$ cat src/rtl/util_axis_byte_to_word.sv
// Packs WORD_BYTES consecutive stream bytes into one output word through a
// single registered output stage; clr drops a partially assembled word.
module util_axis_byte_to_word #(
    parameter int BYTE_WIDTH = 8,
    parameter int WORD_BYTES = 2,
    parameter bit BIG_ENDIAN = 1'b1
) (
    input  logic                             aclk,
    input  logic                             arst,
    input  logic                             clr,
    input  logic [BYTE_WIDTH-1:0]            s_axis_tdata,
    input  logic                             s_axis_tvalid,
    output logic                             s_axis_tready,
    output logic [BYTE_WIDTH*WORD_BYTES-1:0] m_axis_tdata,
    output logic                             m_axis_tvalid,
    input  logic                             m_axis_tready,
    output logic                             partial
);

    localparam int WORD_WIDTH = BYTE_WIDTH * WORD_BYTES;
    localparam int ACC_WIDTH  = BYTE_WIDTH * (WORD_BYTES - 1);
    localparam int CNT_WIDTH  = $clog2(WORD_BYTES);
    localparam logic [CNT_WIDTH-1:0] LAST = CNT_WIDTH'(WORD_BYTES - 1);

    if (WORD_BYTES < 2 || WORD_BYTES > 8) begin : g_bad_word_bytes
        $error("util_axis_byte_to_word: WORD_BYTES must be within 2..8");
    end

    logic [CNT_WIDTH-1:0]  cnt_q, cnt_d;
    logic [ACC_WIDTH-1:0]  acc_q, acc_d;
    logic [WORD_WIDTH-1:0] data_q, data_d;
    logic                  vld_q, vld_d;
    logic [WORD_WIDTH-1:0] word_asm;
    logic                  accept;
    logic                  load;

    // Output byte lane that receives the k-th byte of a word.
    function automatic int lane(input int k);
        return BIG_ENDIAN ? (WORD_BYTES - 1 - k) : k;
    endfunction

    assign s_axis_tready = (cnt_q != LAST) | ~vld_q | m_axis_tready;
    assign accept        = s_axis_tvalid & s_axis_tready;
    assign load          = accept & ~clr & (cnt_q == LAST);
    assign m_axis_tdata  = data_q;
    assign m_axis_tvalid = vld_q;
    assign partial       = (cnt_q != '0);

    always_comb begin
        word_asm = '0;
        for (int k = 0; k < WORD_BYTES - 1; k++) begin
            word_asm[lane(k)*BYTE_WIDTH +: BYTE_WIDTH] = acc_q[k*BYTE_WIDTH +: BYTE_WIDTH];
        end
        word_asm[lane(WORD_BYTES-1)*BYTE_WIDTH +: BYTE_WIDTH] = s_axis_tdata;
    end

    // clr wins over a byte accepted in the same cycle: that byte is dropped.
    always_comb begin
        cnt_d = cnt_q;
        acc_d = acc_q;
        if (clr) begin
            cnt_d = '0;
            acc_d = '0;
        end else if (accept) begin
            if (cnt_q == LAST) begin
                cnt_d = '0;
            end else begin
                for (int k = 0; k < WORD_BYTES - 1; k++) begin
                    if (cnt_q == CNT_WIDTH'(k)) begin
                        acc_d[k*BYTE_WIDTH +: BYTE_WIDTH] = s_axis_tdata;
                    end
                end
                cnt_d = cnt_q + CNT_WIDTH'(1);
            end
        end
    end

    always_comb begin
        data_d = data_q;
        vld_d  = vld_q;
        if (load) begin
            data_d = word_asm;
            vld_d  = 1'b1;
        end else if (m_axis_tready) begin
            vld_d  = 1'b0;
        end
    end

    always_ff @(posedge aclk or posedge arst) begin
        if (arst) begin
            cnt_q  <= '0;
            acc_q  <= '0;
            data_q <= '0;
            vld_q  <= 1'b0;
        end else begin
            cnt_q  <= cnt_d;
            acc_q  <= acc_d;
            data_q <= data_d;
            vld_q  <= vld_d;
        end
    end

endmodule

$ cat config.mk
export PLATFORM = sky130hd
export DESIGN_NAME = util_axis_byte_to_word
export DESIGN_NICKNAME = d
export VERILOG_FILES = /design/src/rtl/util_axis_byte_to_word.sv
export SDC_FILE = /design/constraint.sdc
export NUM_CORES = 1
export LEC_CHECK = 0
export ABC_AREA = 1
export CAP_MARGIN = 40
export CELL_PAD_IN_SITES_DETAIL_PLACEMENT = 2
export CELL_PAD_IN_SITES_GLOBAL_PLACEMENT = 2
export CORE_MARGIN = 4
export CORE_UTILIZATION = 25
export DETAILED_ROUTE_END_ITERATION = 8
export GPL_TIMING_DRIVEN = 0
export PLACE_DENSITY = 0.75
export SLEW_MARGIN = 5
export SYNTH_ARGS = -nofsm -noshare
export SYNTH_HDL_FRONTEND = slang
export SYNTH_SLANG_ARGS = --single-unit
$ cat constraint.sdc
create_clock -name aclk -period 1.18 [get_ports aclk]
set_clock_uncertainty 0.1 [all_clocks]
set_input_delay 0.236 -clock aclk [delete_from_list [all_inputs] [get_ports aclk]]
set_output_delay 0.236 -clock aclk [all_outputs]
set_load 0.005 [all_outputs]
==> summary.md <==
| Metric | Value |
|---|---|
| Status | finished, violations left |
| Failing checks | setup timing |
| CP Capture Type | register |
| FP Rows | 24 |
| ANT cells | 0 |
| CTS Sinks | 26 |
| CP cell instances | buf_4, inv_6, nor2_4, nand3_4, buf_4, nand2_1, nand2_1 |
| Max Clk Rate | 725 MHz |
| Pleak | 0.869 nW |
| Worst-path clk slew | 90 ps |
| Slew margin rel. | 63.3% |
| Crit path to | m_axis_tdata[8] |
| Nets | 182 |
| Maximum clock path buffer count | 2 |
| Met1 WL | 1560 um |
| Final period utilization | 117% |
| WP data arrival | 1440 ps |
| WP buf/inv | 3 |
| Peak VDD IR | 0.000407 V |
| DRC Markers | 0 |
| Reg-to-Reg Start | partial |
| Drt first-iter violations | 21 |
| Final hold vios | 0 |
| Met2 WL | 1970 um |
| Post-route ant nets | 0 |
| CP max FO | 4 |
| Yosys reg bits | 26 |
| Die height | 75.1 um |
| Ports | 32 |
| Vias per cell | 4.78 |
| Post-DP HPWL | 2550 um |
| MaxCap Viol Count | 0 |
| R2R setup slack | -200 ps |
| Sequential cell area fraction in the yosys report | 57.8% |
| Crit path kind | register to register |
| Pwr Density | 1310 nW/um2 |
| First-pass GRT wire length | 6020 um |
| Largest net degree at the start of global routing | 15 |
| Initial antenna violation count | 0 |
| 1st-pass router iterations | 4 |
| Highest metal used | met4 |
| Cts hold-fix bufs | 0 |
| Area growth from synthesis to layout | 43.9% |
| CTS tree | yes |
| CTS buffer count | 3 |
| GRT overflow | 0 |
| Setup tns final | -3940 ps |
| Max incr delay on CP | 420 ps |
| Synth cell types | 13 |
| I/O Buffers | 30 |
| Setup-violating endpoint count in the final report | 29 |
| Reg2reg path depth | 7 |
| Die area | 5640 um2 |
| Synth Instances | 117 |
| Worst hold path type | input pin to asynchronous set/reset pin |
| Post-Syn Area | 1130 um2 |
| Initial Utilization | 25.9% |
| Final max-slew violation count | 0 |
| Chip Width | 75.1 um |
| CTS Root Cell | clkbuf_8 |
| Crit start category | register |
| Fillers | 484 |
| Worst-Margin Slew | 549 ps |
| Via count | 1,046 |
| Htree depth | 1 |
| Final WL | 3690 um |
| FF+latch area | 651 um2 |
| Routed length per instance | 16.8 um |
| Vias in the first global route | 1,217 |
| Crit path max-delay family | flip-flops |
| Post-route setup slack | -199 ps |
| Core ar. | 4350 um2 |
| Synth Area per Inst | 9.62 um2 |
| Multi-input logic area | 420 um2 |
| Syn nets | 130 |
| Stages on worst setup path | 7 |
| All-Layer GR Usage | 14.3% |
| CP startpoint | partial |
| RSZ-0062 raised after global routing | true |
| Final Power | 2.11 mW |
| Req. time, crit path | 1240 ps |
| Met3 WL | 115 um |
| Placer congestion estimate | 0.762 |
| Share of layout cells above drive strength 1 | 31.1% |
| Slowest CP cell | dfrtp_1 |
| Setup WS pre-CTS | -819 ps |
| Min Tclk post-route | 1380 ps |
| Insertion delay of the later-clocked pin in the worst-skew pair | 270 ps |
| Ys Warns | 0 |
| Critical R2R Capture | m_axis_tdata[8] |
==> power by group <==
part	total, mW	switching [mW]	internal [mW]
clock	0.508	0.279	0.229
combinational	0.514	0.249	0.264
sequential	1.09	0.0727	1.02
==> cells in the final DEF (no fill, tap or decap), drive strengths merged <==
master / netlist / routed
clkdlybuf4s50: 0 / 10
o21ai: 1 / 1
dfrtp: 26 / 26
inv: 4 / 4
dlygate4sd2: 0 / 1
nand4: 16 / 16
nor2: 2 / 2
clkbuf: 3 / 7
nand3: 10 / 10
buf: 2 / 37
nand2: 53 / 53
==> state kept, by name, indices dropped and copies added (netlist names) <==
| signal | count |
|---|---|
| m_axis_tdata | 16 |
| acc_q | 8 |
| m_axis_tvalid | 1 |
| partial | 1 |
==> cells in the mapped netlist (all sizes together) <==
master	instances	area, um2
dfrtp	26	651
buf	2	22.5
clkbuf	3	41.3
nand4	16	100
nand3	10	67.6
inv	4	15.0
nand2	53	201
nor2	2	22.5
o21ai	1	5.00
==> cell families (layout without fill, tap and decap cells) <==
logic type             count (synthesis)  after routing  share of synthesized area, %
AND/OR/NAND/NOR                       81             81                          34.8
flip-flops                            26             26                          57.8
buffers and inverters                  9             59                          7.00
AO/OA/AOI/OAI                          1              1                         0.444
==> metrics by stage <==
step	instance area, um2	hold slack, ps	instances	util (%)
global route	1620	222	219	37.2
CTS	1610	223	218	37.0
detailed placement	1510	365	200	34.6
floorplan	1130	176	117	-
global placement	1490	354	199	34.3
finish	1620	208	219	37.2
==> worst reg2reg max path, stage by stage, from the launching register on <==
cell and delay, ps:
dfrtp_1 420, buf_4 160, inv_6 40, nor2_4 150, nand3_4 110, buf_4 160
nand2_1 70, nand2_1 50
==> timing repair <==
action	in CTS	in global routing
setup endpoints to repair	45	29
buffers inserted	15	1
cloned	0	0
pin swaps	8	6
resized for setup	83	4
==> worst min-delay path by stage <==
stage | cells after the start | startpoint | end | slack (ps)
after global placement | 2 | m_axis_tdata[14] | m_axis_tdata[14] | 350
after floorplan | 1 | arst | acc_q[0] | 180
after detailed placement | 2 | m_axis_tdata[11] | m_axis_tdata[11] | 370
final | 2 | arst | m_axis_tdata[15] | 210
after CTS | 3 | s_axis_tvalid | m_axis_tdata[8] | 220
after global routing | 3 | s_axis_tvalid | m_axis_tdata[9] | 220
==> per-layer routing <==
metal  vias up  global-route usage [%]
met2        21                    25.0
li1        490                       -
met4         0                    6.52
met1       533                    17.5
met3         2                    1.34
met5         -                       0
==> area by class of cell <==
class                      instances  share of cell area (%)
tap                               52                    4.02
buffer                             5                    4.17
multi-input combinational         82                    25.9
timing repair buffer              47                    21.9
clock buffer                       3                    2.55
inverter                           4                    1.24
sequential                        26                    40.2
No activity file was read; power rests on OpenSTA's default activity.
